### config.mk
export PLATFORM = sky130hd
export DESIGN_NAME = spike_fifo_slave_flat
export DESIGN_NICKNAME = d
export VERILOG_FILES = /design/src/rtl/spike_fifo_slave_pkg.sv /design/src/rtl/spike_fifo_slave_if.sv /design/src/rtl/spike_fifo_slave_sync_fifo.sv /design/src/rtl/spike_fifo_slave.sv /design/src/flat_wrapper.sv
export SDC_FILE = /design/constraint.sdc
export NUM_CORES = 1
export LEC_CHECK = 0
export ABC_AREA = 1
export CELL_PAD_IN_SITES_DETAIL_PLACEMENT = 0
export CELL_PAD_IN_SITES_GLOBAL_PLACEMENT = 1
export CORE_MARGIN = 3
export CORE_UTILIZATION = 40
export CTS_CLUSTER_DIAMETER = 100
export DETAILED_ROUTE_END_ITERATION = 8
export GPL_ROUTABILITY_DRIVEN = 0
export HOLD_SLACK_MARGIN = 0.1
export PLACE_DENSITY = 0.71
export SETUP_SLACK_MARGIN = 0.05
export SYNTH_ARGS = -nofsm -noshare
export SYNTH_HDL_FRONTEND = slang
export SYNTH_SLANG_ARGS = --single-unit
export TNS_END_PERCENT = 100
### constraint.sdc
create_clock -name clk -period 8.85 [get_ports clk]
set_input_delay 1.77 -clock clk [delete_from_list [all_inputs] [get_ports clk]]
set_output_delay 1.77 -clock clk [all_outputs]
set_load 0.01 [all_outputs]
### src/rtl/spike_fifo_slave_pkg.sv
// Shared register map, bit positions and FIFO entry layout for spike_fifo_slave.
// SPIKE_FIFO_TIMESTAMP_EN adds a 16-bit timestamp field to each entry.
package spike_fifo_pkg;

    localparam logic [4:0] OFF_DATA   = 5'h00;
    localparam logic [4:0] OFF_STATUS = 5'h04;
    localparam logic [4:0] OFF_CTRL   = 5'h08;
    localparam logic [4:0] OFF_THRESH = 5'h0C;
    localparam logic [4:0] OFF_TS     = 5'h10;

    localparam int ST_EMPTY     = 0;
    localparam int ST_FULL      = 1;
    localparam int ST_OVERFLOW  = 2;
    localparam int ST_UNDERFLOW = 3;
    localparam int ST_COUNT_LSB = 16;

    localparam int CTRL_ENABLE = 0;
    localparam int CTRL_IRQ_EN = 1;
    localparam int CTRL_FLUSH  = 2;

    localparam int PAYLOAD_W = 32;
    localparam int TS_W      = 16;

    typedef struct packed {
`ifdef SPIKE_FIFO_TIMESTAMP_EN
        logic [TS_W-1:0]      ts;
`endif
        logic [PAYLOAD_W-1:0] payload;
    } spike_entry_t;

endpackage

### src/rtl/spike_fifo_slave_if.sv
// Simple bus with a fixed one-cycle response: m_ready acks writes, m_rvalid carries read data.
interface bus_simple_if;
    logic        m_valid;
    logic        m_write;
    logic [31:0] m_addr;
    logic [31:0] m_wdata;
    logic [3:0]  m_wstrb;
    logic        m_ready;
    logic        m_rvalid;
    logic [31:0] m_rdata;

    modport master (
        output m_valid, m_write, m_addr, m_wdata, m_wstrb,
        input  m_ready, m_rvalid, m_rdata
    );

    modport slave (
        input  m_valid, m_write, m_addr, m_wdata, m_wstrb,
        output m_ready, m_rvalid, m_rdata
    );
endinterface

### src/rtl/spike_fifo_slave_sync_fifo.sv
// Register-array synchronous FIFO with head-of-queue output and a flush that wins over push/pop.
// Caller gates push on !full and pop on !empty; the FIFO also guards internally.
module sync_fifo #(
    parameter  int WIDTH = 32,
    parameter  int DEPTH = 16,
    localparam int AW    = $clog2(DEPTH),
    localparam int CW    = AW + 1
) (
    input  logic             clk,
    input  logic             rst_n,
    input  logic             push_i,
    input  logic             pop_i,
    input  logic             flush_i,
    input  logic [WIDTH-1:0] din_i,
    output logic [WIDTH-1:0] dout_o,
    output logic [CW-1:0]    count_o,
    output logic             full_o,
    output logic             empty_o
);

    logic [WIDTH-1:0] mem_q [DEPTH];
    logic [AW-1:0]    wptr_q, wptr_d;
    logic [AW-1:0]    rptr_q, rptr_d;
    logic [CW-1:0]    count_q, count_d;
    logic             do_push, do_pop;

    assign full_o  = (count_q == CW'(DEPTH));
    assign empty_o = (count_q == '0);
    assign count_o = count_q;
    assign dout_o  = mem_q[rptr_q];

    assign do_push = push_i && !full_o && !flush_i;
    assign do_pop  = pop_i && !empty_o && !flush_i;

    // Power-of-two depth lets the pointers wrap naturally
    always_comb begin
        wptr_d  = wptr_q;
        rptr_d  = rptr_q;
        count_d = count_q;
        if (flush_i) begin
            wptr_d  = '0;
            rptr_d  = '0;
            count_d = '0;
        end else begin
            if (do_push) wptr_d = wptr_q + AW'(1);
            if (do_pop)  rptr_d = rptr_q + AW'(1);
            case ({do_push, do_pop})
                2'b10:   count_d = count_q + CW'(1);
                2'b01:   count_d = count_q - CW'(1);
                default: count_d = count_q;
            endcase
        end
    end

    always_ff @(posedge clk) begin
        if (!rst_n) begin
            wptr_q  <= '0;
            rptr_q  <= '0;
            count_q <= '0;
        end else begin
            wptr_q  <= wptr_d;
            rptr_q  <= rptr_d;
            count_q <= count_d;
        end
    end

    always_ff @(posedge clk) begin
        if (do_push) mem_q[wptr_q] <= din_i;
    end

endmodule

### src/rtl/spike_fifo_slave.sv
// Spike-event FIFO drained over the simple bus, with threshold/overflow interrupt.
// Optional feature macro: SPIKE_FIFO_TIMESTAMP_EN (per-entry 16-bit push timestamp, read at TS).
module spike_fifo_slave
    import spike_fifo_pkg::*;
#(
    parameter logic [31:0] BASE_ADDR = 32'h4000_0000,
    parameter int          DEPTH     = 16,
    parameter int          DATA_W    = 32
) (
    input  logic              clk,
    input  logic              rst_n,
    bus_simple_if.slave       bus,
    input  logic              push_valid,
    input  logic [DATA_W-1:0] push_data,
    output logic              irq
);

    localparam int CW       = $clog2(DEPTH) + 1;
    localparam int CNT_BITS = (CW > 8) ? 8 : CW;

    logic       in_win, any_rd, any_wr, is_rd, is_wr;
    logic [4:0] off;
    logic       data_rd, status_wr, ctrl_wr, thresh_wr, flush;

    assign in_win    = (bus.m_addr[31:5] == BASE_ADDR[31:5]);
    assign off       = {bus.m_addr[4:2], 2'b00};
    assign any_rd    = bus.m_valid && !bus.m_write;
    assign any_wr    = bus.m_valid && bus.m_write;
    assign is_rd     = any_rd && in_win;
    assign is_wr     = any_wr && in_win;
    assign data_rd   = is_rd && (off == OFF_DATA);
    assign status_wr = is_wr && (off == OFF_STATUS) && bus.m_wstrb[0];
    assign ctrl_wr   = is_wr && (off == OFF_CTRL) && bus.m_wstrb[0];
    assign thresh_wr = is_wr && (off == OFF_THRESH) && bus.m_wstrb[0];
    assign flush     = ctrl_wr && bus.m_wdata[CTRL_FLUSH];

    logic unused_bits;
    assign unused_bits = ^{bus.m_addr[1:0], bus.m_wdata[31:8], bus.m_wstrb[3:1]};

    logic          enable_q, enable_d;
    logic          irq_en_q, irq_en_d;
    logic [7:0]    thresh_q, thresh_d;
    logic          ovf_q, ovf_d;
    logic          udf_q, udf_d;
    logic          ready_q, ready_d;
    logic          rvalid_q, rvalid_d;
    logic [31:0]   rdata_q, rdata_d;
    logic          irq_q, irq_d;
    logic [15:0]   ts_rd;

    spike_entry_t  push_entry, head_entry;
    logic          fifo_push, fifo_pop, fifo_full, fifo_empty;
    logic [CW-1:0] fifo_count;

    assign fifo_push = push_valid && enable_q && !fifo_full && !flush;
    assign fifo_pop  = data_rd && !fifo_empty;

`ifdef SPIKE_FIFO_TIMESTAMP_EN
    logic [15:0] ts_cnt_q, ts_cnt_d;
    logic [15:0] ts_q, ts_d;

    assign ts_cnt_d = ts_cnt_q + 16'd1;
    assign ts_d     = fifo_pop ? head_entry.ts : ts_q;
    assign ts_rd    = ts_q;

    always_ff @(posedge clk) begin
        if (!rst_n) begin
            ts_cnt_q <= '0;
            ts_q     <= '0;
        end else begin
            ts_cnt_q <= ts_cnt_d;
            ts_q     <= ts_d;
        end
    end
`else
    assign ts_rd = '0;
`endif

    always_comb begin
        push_entry         = '0;
        push_entry.payload = PAYLOAD_W'(push_data);
`ifdef SPIKE_FIFO_TIMESTAMP_EN
        push_entry.ts      = ts_cnt_q;
`endif
    end

    sync_fifo #(
        .WIDTH ($bits(spike_entry_t)),
        .DEPTH (DEPTH)
    ) u_fifo (
        .clk     (clk),
        .rst_n   (rst_n),
        .push_i  (fifo_push),
        .pop_i   (fifo_pop),
        .flush_i (flush),
        .din_i   (push_entry),
        .dout_o  (head_entry),
        .count_o (fifo_count),
        .full_o  (fifo_full),
        .empty_o (fifo_empty)
    );

    // Sticky flags: a set in the same cycle as a W1C clear wins
    always_comb begin
        enable_d = enable_q;
        irq_en_d = irq_en_q;
        thresh_d = thresh_q;
        ovf_d    = ovf_q;
        udf_d    = udf_q;
        if (ctrl_wr) begin
            enable_d = bus.m_wdata[CTRL_ENABLE];
            irq_en_d = bus.m_wdata[CTRL_IRQ_EN];
        end
        if (thresh_wr) thresh_d = bus.m_wdata[7:0];
        if (status_wr) begin
            if (bus.m_wdata[ST_OVERFLOW])  ovf_d = 1'b0;
            if (bus.m_wdata[ST_UNDERFLOW]) udf_d = 1'b0;
        end
        if (push_valid && enable_q && fifo_full && !flush) ovf_d = 1'b1;
        if (data_rd && fifo_empty) udf_d = 1'b1;
    end

    logic [31:0] status_word, rd_mux;

    always_comb begin
        status_word                           = '0;
        status_word[ST_EMPTY]                 = fifo_empty;
        status_word[ST_FULL]                  = fifo_full;
        status_word[ST_OVERFLOW]              = ovf_q;
        status_word[ST_UNDERFLOW]             = udf_q;
        status_word[ST_COUNT_LSB +: CNT_BITS] = fifo_count[CNT_BITS-1:0];

        rd_mux = '0;
        if (in_win) begin
            case (off)
                OFF_DATA:   rd_mux = fifo_empty ? 32'd0 : head_entry.payload;
                OFF_STATUS: rd_mux = status_word;
                OFF_CTRL:   rd_mux = {30'd0, irq_en_q, enable_q};
                OFF_THRESH: rd_mux = {24'd0, thresh_q};
                OFF_TS:     rd_mux = {16'd0, ts_rd};
                default:    rd_mux = '0;
            endcase
        end
    end

    assign ready_d  = any_wr;
    assign rvalid_d = any_rd;
    assign rdata_d  = any_rd ? rd_mux : 32'd0;
    assign irq_d    = irq_en_q && (((thresh_q != 8'd0) && (16'(fifo_count) >= 16'(thresh_q))) || ovf_q);

    always_ff @(posedge clk) begin
        if (!rst_n) begin
            enable_q <= 1'b0;
            irq_en_q <= 1'b0;
            thresh_q <= '0;
            ovf_q    <= 1'b0;
            udf_q    <= 1'b0;
            ready_q  <= 1'b0;
            rvalid_q <= 1'b0;
            rdata_q  <= '0;
            irq_q    <= 1'b0;
        end else begin
            enable_q <= enable_d;
            irq_en_q <= irq_en_d;
            thresh_q <= thresh_d;
            ovf_q    <= ovf_d;
            udf_q    <= udf_d;
            ready_q  <= ready_d;
            rvalid_q <= rvalid_d;
            rdata_q  <= rdata_d;
            irq_q    <= irq_d;
        end
    end

    assign bus.m_ready  = ready_q;
    assign bus.m_rvalid = rvalid_q;
    assign bus.m_rdata  = rdata_q;
    assign irq          = irq_q;

endmodule

### src/flat_wrapper.sv
// flat-port wrapper written by rule: the top's interface ports become plain ports
module spike_fifo_slave_flat import spike_fifo_pkg::*;
#(
    parameter logic [31:0] BASE_ADDR = 32'h4000_0000,
    parameter int          DEPTH     = 16,
    parameter int          DATA_W    = 32
)
  (clk, rst_n, push_valid, push_data, irq, bus_m_valid, bus_m_write, bus_m_addr, bus_m_wdata, bus_m_wstrb, bus_m_ready, bus_m_rvalid, bus_m_rdata);
  bus_simple_if bus_i ();
  input  logic clk;
  input  logic rst_n;
  input  logic push_valid;
  input  logic [DATA_W-1:0] push_data;
  output logic irq;
  input wire logic [$bits(bus_i.m_valid)-1:0] bus_m_valid;
  input wire logic [$bits(bus_i.m_write)-1:0] bus_m_write;
  input wire logic [$bits(bus_i.m_addr)-1:0] bus_m_addr;
  input wire logic [$bits(bus_i.m_wdata)-1:0] bus_m_wdata;
  input wire logic [$bits(bus_i.m_wstrb)-1:0] bus_m_wstrb;
  output wire logic [$bits(bus_i.m_ready)-1:0] bus_m_ready;
  output wire logic [$bits(bus_i.m_rvalid)-1:0] bus_m_rvalid;
  output wire logic [$bits(bus_i.m_rdata)-1:0] bus_m_rdata;
  assign bus_i.m_valid = bus_m_valid;
  assign bus_i.m_write = bus_m_write;
  assign bus_i.m_addr = bus_m_addr;
  assign bus_i.m_wdata = bus_m_wdata;
  assign bus_i.m_wstrb = bus_m_wstrb;
  assign bus_m_ready = bus_i.m_ready;
  assign bus_m_rvalid = bus_i.m_rvalid;
  assign bus_m_rdata = bus_i.m_rdata;
  spike_fifo_slave #(.BASE_ADDR(BASE_ADDR), .DEPTH(DEPTH), .DATA_W(DATA_W)) u_core (.clk(clk), .rst_n(rst_n), .bus(bus_i), .push_valid(push_valid), .push_data(push_data), .irq(irq));
endmodule
; ---- Word level (Yosys, flattened, before mapping)
; Memories as Yosys holds them, arrays and structs flattened. A register that Yosys moved wholly into a read port is not among the register bits.
; Cells that the tools add are included.
[totals]
reg_bits = 60
ram_bits = 512
input_bits = 105
out_inout_bits = 35
wordCells = 81
mem_count = 1
[op_classes]
add_sub_neg = 4
magnitude_cmp = 1
n_eq_ne = 7
mux = 13
n_bitwise = 1
reduce_logical = 42
[memory_table]
columns = name, depth, width, rd, rd_clocked_by_memory_dff, write_ports, line_no
row1 = u_core.u_fifo.mem_q, 16, 32, 1, 1, 1, spike_fifo_slave_sync_fifo.sv:21  ; logic [WIDTH-1:0] mem_q [DEPTH];
[ops]
columns = operator, count
row1 = case mux 32 bit (4 select lines), 1
row2 = two-way mux 32 bit, 1
row3 = == test 27 x 26 -> 1 bit (second input constant), 1
row4 = logical AND 1 bit, 25
row5 = zero test 5 bit, 2
row6 = case mux 5 bit (2 select lines), 1
row7 = nonzero test 2 bit, 5
row8 = adder 4 x 1 -> 4 bit (second input constant), 2
row9 = greater-or-equal comparator 5 x 8 -> 1 bit, 1
row10 = two-way mux 1 bit, 8
row11 = two-way mux 4 bit, 2
row12 = nonzero test 8 bit, 1
row13 = == test 3 x 2 -> 1 bit (second input constant), 2
row14 = adder 5 x 1 -> 5 bit (second input constant), 1
row15 = == test 5 bit (second input constant), 1
row16 = subtractor 5 x 1 -> 5 bit (second input constant), 1
row17 = zero test 1 bit, 4
row18 = AND reduction 2 bit, 2
row19 = == test 3 x 1 -> 1 bit (second input constant), 1
row20 = AND reduction 3 bit, 1
row21 = == test 2 x 1 -> 1 bit (second input constant), 1
row22 = == test 2 bit (second input constant), 1
row23 = OR reduction 2 bit, 1
row24 = logical OR 1 bit, 1
row25 = NOT 1 bit, 1

; ---- Longest topological paths before layout
[logic_depth]
depth_word = 11
mapped_depth = 18
mapped_depth_nobuf = 17

; ---- Hierarchy
; A second synthesis with hierarchy kept.
[unflattened]
cells_unflattened = 1758
area_unflattened_um2 = 23446.2
[by_module_without_submodules]
columns = module, instances, cells_each, area_each_um2, seq_area_each_um2
row1 = sync_fifo, 1, 1489, 21444.3, 15715.1
row2 = spike_fifo_slave, 1, 269, 2001.9, 940.9

; ---- Worst setup path after synthesis
; No wires, ideal clock.
[synth_timing]
kind = input to register
startpoint = in bus_m_addr[30]
endpoint = mem u_core.u_fifo.mem_q[11][0] (enable)
setup_time_ns = 0.421
t_arrival_ns = 3.881
t_required_ns = 8.429
slack_ns = 4.548
path_stages = 8
n_path_buf = 0
path_cell_list = nor3b_4 nand2_2 nor2_4 nand4_1 nand2_2 inv_2 nand3_1 nor2_1
[synth_between]
elab_chain_len = 11
[synth_rtl]
columns = element, line_no
row1 = from (decl), flat_wrapper.sv:17  ; input wire logic [$bits(bus_i.m_addr)-1:0] bus_m_addr;
row2 = == test 27 x 26 -> 1 bit *, spike_fifo_slave.sv:25  ; assign in_win = (bus.m_addr[31:5] == BASE_ADDR[31:5]);
row3 = logical AND 1 bit *, spike_fifo_slave.sv:30  ; assign is_wr = any_wr && in_win;
row4 = logical AND 1 bit * (2 in series), spike_fifo_slave.sv:33  ; assign ctrl_wr = is_wr && (off == OFF_CTRL) && bus.m_wstrb[0];
row5 = logical AND 1 bit *, spike_fifo_slave.sv:35  ; assign flush = ctrl_wr && bus.m_wdata[CTRL_FLUSH];
row6 = zero test 1 bit *, "spike_fifo_slave_sync_fifo.sv:32, spike_fifo_slave.sv:55"
row7 = logical AND 1 bit, spike_fifo_slave.sv:55  ; assign fifo_push = push_valid && enable_q && !fifo_full && !flush;
row8 = logical AND 1 bit, spike_fifo_slave_sync_fifo.sv:32  ; assign do_push = push_i && !full_o && !flush_i;
row9 = logical AND 1 bit *, spike_fifo_slave_sync_fifo.sv:32
row10 = two-way mux 1 bit *, spike_fifo_slave_sync_fifo.sv:68  ; if (do_push) mem_q[wptr_q] <= din_i;
row11 = two-way mux 1 bit (not written as such) *, spike_fifo_slave_sync_fifo.sv:68
row12 = to (decl), spike_fifo_slave_sync_fifo.sv:21
; Every way passes the cells marked *; elsewhere a longest branch is shown, timed or not.

; ---- Worst setup path after layout
[layout_timing]
startpoint = in bus_m_addr[28]
endpoint = reg u_core.u_fifo.count_q[4], in the netlist u_core.u_fifo.count_o[4]
[layout_between]
elab_chain_len = 11
elab_cells_between_ends = 19
classes_between = eq/ne: 3 / mux: 1 / reduce/logical: 15
[layout_rtl]
columns = element, line_no
row1 = == test 27 x 26 -> 1 bit *, spike_fifo_slave.sv:25
row2 = logical AND 1 bit, spike_fifo_slave.sv:30
row3 = logical AND 1 bit (2 in series), spike_fifo_slave.sv:33
row4 = logical AND 1 bit, spike_fifo_slave.sv:35
row5 = zero test 1 bit, "spike_fifo_slave_sync_fifo.sv:32, spike_fifo_slave_sync_fifo.sv:33, spike_fifo_slave.sv:55"
row6 = logical AND 1 bit, spike_fifo_slave.sv:55
row7 = logical AND 1 bit (2 in series), spike_fifo_slave_sync_fifo.sv:32
row8 = == test 2 x 1 -> 1 bit or == test 2 bit (tied branches), spike_fifo_slave_sync_fifo.sv:47  ; case ({do_push, do_pop})
row9 = case mux 5 bit (2 select lines) or nonzero test 2 bit (tied branches), n/a
row10 = to (signal assigned), spike_fifo_slave_sync_fifo.sv:63  ; count_q <= count_d;
row11 = to (decl), spike_fifo_slave_sync_fifo.sv:24  ; logic [CW-1:0] count_q, count_d;
; Marked as above.
; A chain may end at the register's enable or synchronous reset.

==> results.sh <==
export IMPL_cts_buffers=60
export IMPL_postCtsHoldBufs=0
export IMPL_synth_area_top_cells="edfxtp_1 (67%), dfxtp_1 (5.6%), nor2_1 (5.2%), o21ai_0 (4.7%), nand2_1 (4.6%)"
export IMPL_worst_slew_pin_slew_ps=1211
export IMPL_critPathBufInv=2
export IMPL_critical_path_max_fanout=6
export IMPL_fin_crit_ps=4029
export IMPL_ir_drop_mv=0.1487
export IMPL_initial_utilization_pct=40.61
export IMPL_max_stage_delay_ps=410
export IMPL_drc=0
export IMPL_postSynthCellCount=1904
export IMPL_path_common_cell="nand2_1"
export IMPL_grt_remaining_overflow=0
export IMPL_netlist_cell_type_count=40
export IMPL_post_cts_buffers=0
export IMPL_synth_seq_cells=576
export IMPL_cp_end_kind="flip-flop"
export IMPL_synth_ff_type="edfxtp_1"
export IMPL_fp_dieH_um=245.7
export IMPL_wl_per_cell_um=20.29
export IMPL_insertion_delay_ps=630
export IMPL_drt_iter0_drc=1042
export IMPL_grt_usage_pct=18.79
export IMPL_via_per_inst=5.210
export IMPL_clkTransAtPathRegs_ps=60
export IMPL_pre_cts_ws_ps=4170
export IMPL_seq_area_frac_synth_pct=72.46
export IMPL_first_pass_iters=5
export IMPL_cts_root_buf="clkbuf_16"
export IMPL_syn_area_mm2=0.02299
export IMPL_hp_class="reg2reg"
export IMPL_drt_wl_total_um=56860
export IMPL_yosys_area_top_type="edfxtp_1"
export IMPL_dieArea_mm2=0.06038
export IMPL_cts_repair_resized=0
export IMPL_coreArea_mm2=0.05660
export IMPL_drive_above_1_share_pct=8.802
export IMPL_cp_top_family="simple AND/OR/NAND/NOR gates"
export IMPL_powerDensity_mw_per_mm2=208.5
export IMPL_clock_path_buffers=3
export IMPL_cts_tree="built"
export IMPL_first_global_vias=14380
export IMPL_fin_tns_setup_ps=0
export IMPL_fmax_ghz=0.2482
export IMPL_postSynthAreaPerCell_um2=12.07
export IMPL_syn_num_nets=2022
export IMPL_syn2layout_area_growth_pct=16.77
export IMPL_io_buffers=110
export IMPL_slew_headroom_pct=19.28
export IMPL_cts_sinks=576
export IMPL_final_period_utilization_pct=45.52
export IMPL_vias=14610
export IMPL_crit_path_top_delay_cell="clkdlybuf4s50_1"
export IMPL_die_w_um=245.7
export IMPL_cap_violations=0
export IMPL_status="finished, final reports clean"
export IMPL_crit_chain="clkdlybuf4s50_1 > nor2_1 > nand2_1 > nor2_2 > nand2_2 > nor2_4 > nand4_1 > nand2_2 > ha_1 > xor2_1 > ha_1 > inv_1 > nand2_1 > nand2_1 > o21ai_1 > xor2_1 > nand2_1 > a21oi_1"
export IMPL_stdcell_area_mm2=0.02684
export IMPL_crit_type="in2reg"
export IMPL_io_pins=140
export IMPL_final_max_slew_viol_count=0
export IMPL_yosysWarnings=0
export IMPL_ant_nets=0
export IMPL_crit_required_ps=9400
export IMPL_start_kind="input pin"
export IMPL_placed_area_mm2=0.02477
export IMPL_fin_worst_skew_ps=18.40
export IMPL_worstPathArrival_ps=4580
export IMPL_setup_slack_ps=4821
export IMPL_rsz0062_at_grt="no"
export IMPL_hold_viol_final=0
export IMPL_grt_pass1_wl_um=85810
export IMPL_grt_max_degree=162
export IMPL_p_leak_nw=9.068
export IMPL_fill_cells=5044
export IMPL_hpwl_um=29260
export IMPL_row_count=87
export IMPL_h_tree_depth=2
export IMPL_synth_top_area_share_pct=66.89
export IMPL_grt_antenna_before_repair=4
export IMPL_fin_nets=2111
export IMPL_synthArstFlopShare_pct=0
export IMPL_setup_violations=0
export IMPL_synth_enable_flop_cells=512
-- synthesized netlist by cell type (3+ instances only) --
library cell  count
ha_1             13
clkbuf_2          4
nand4_1           4
buf_1             3
buf_2            30
o21ai_0         216
nand2_2           6
nor2_1          319
a21oi_1          38
o211ai_1         25
dfxtp_1          64
buf_6            13
o22ai_1          78
nand3_1         126
xor2_1            5
o21ai_1           8
clkinv_1          4
clkbuf_1         48
inv_2             5
edfxtp_1        512
nor3_2           19
nand2_1         280
inv_1            51
buf_4            12
-- placed cells by master (no fill, tap or decap), types with 3 or more instances in the layout --
cell             count
o22ai_1             78
a21oi_1             38
o21ai_1              8
nand3_1            126
ha_1                13
clkbuf_16           60
clkdlybuf4s50_1    110
clkbuf_8             8
nand4_1              4
o21ai_0            216
clkbuf_1            12
nand2_1            280
nand2_2              6
clkinv_1            11
nor2_4              17
bufinv_16            7
clkinvlp_4           3
inv_1               51
inv_2                5
o211ai_1            25
edfxtp_1           512
nor3_2              19
nor2_1             303
dfxtp_1             60
buf_4               27
xor2_1               5
clkinv_2            13
-- flip-flops by register name, summed over array words and instances (netlist names), 4 cells and up, named ones only --
name                   cells
u_core.u_fifo.rptr_q       4
u_core.u_fifo.count_o      5
u_core.u_fifo.wptr_q       4
u_core.u_fifo.mem_q      512
u_core.bus.m_rdata        32
u_core.thresh_q            8
-- metrics by stage --
step           hold slack [ps]  power (mW)  util (%)  cells
2_1_floorplan            445.7       3.021         -   1904
3_3_place_gp             471.9       3.084     43.76   2687
3_5_place_dp             474.4       3.086     43.76   2687
4_1_cts                  490.3       5.653     47.41   2801
5_1_grt                  509.9       5.770     47.41   2802
6_report                 484.2       5.597     47.42   2803
-- per-layer routing --
metal | global-route usage (%) | vias up | share of wire, %
met5 | 0 | - | 0.047
met4 | 6.704 | 4 | 2.7
met3 | 2.715 | 89 | 4.4
met2 | 32.46 | 326 | 50
met1 | 24.17 | 7209 | 43
li1 | - | 6977 | -
-- final timing paths --
path         depth (start not counted)            start                       end  slack (ps)
max                                 18   bus_m_addr[28]  u_core.u_fifo.count_o[4]        4820
min reg2reg                          2  u_core.irq_en_q                u_core.irq         480
max reg2reg                         10        flip-flop    u_core.bus.m_rdata[20]        5420
min                                  2  u_core.irq_en_q                u_core.irq         480
-- worst register-to-register path, stage by stage, from the launching register on --
cell      delay [ps]
dfxtp_4          510
inv_6            960
buf_4            920
nor2_1           150
nor2_1           110
o21ai_0          110
o211ai_1         130
nand3_1          110
nand2_1          140
nand2_1           60
a21oi_1          160
-- final cells by class --
type                    instances  area, um2  share of cell area, %
flip-flops and latches        576      16670                  62.09
multi-input cells            1157       5620                  20.94
clock buffers                  80       1657                  6.172
repair buffers                137       1304                  4.857
clock inverters                34      407.9                  1.520
well taps                     756      945.9                  3.524
inverters                      61      235.2                 0.8764
diodes                          2      5.005                0.01865
-- where the power goes --
part / total, mW / internal (mW) / switching [mW]
logic: 0.0731 / 0.0320 / 0.0411
clock network: 2.57 / 1.52 / 1.04
registers: 2.96 / 2.96 / 0.0000790
total: 5.60 / 4.51 / 1.08
-- cell families after synthesis --
family          Yosys count  synth area share, %
simple gates            767                14.16
flops                   576                72.46
xor+xnor                  6               0.2286
compound gates          371                8.835
fa+ha+maj                13               0.7077
buf+inv                 171                3.609
Power figures use the tool's default switching activity.
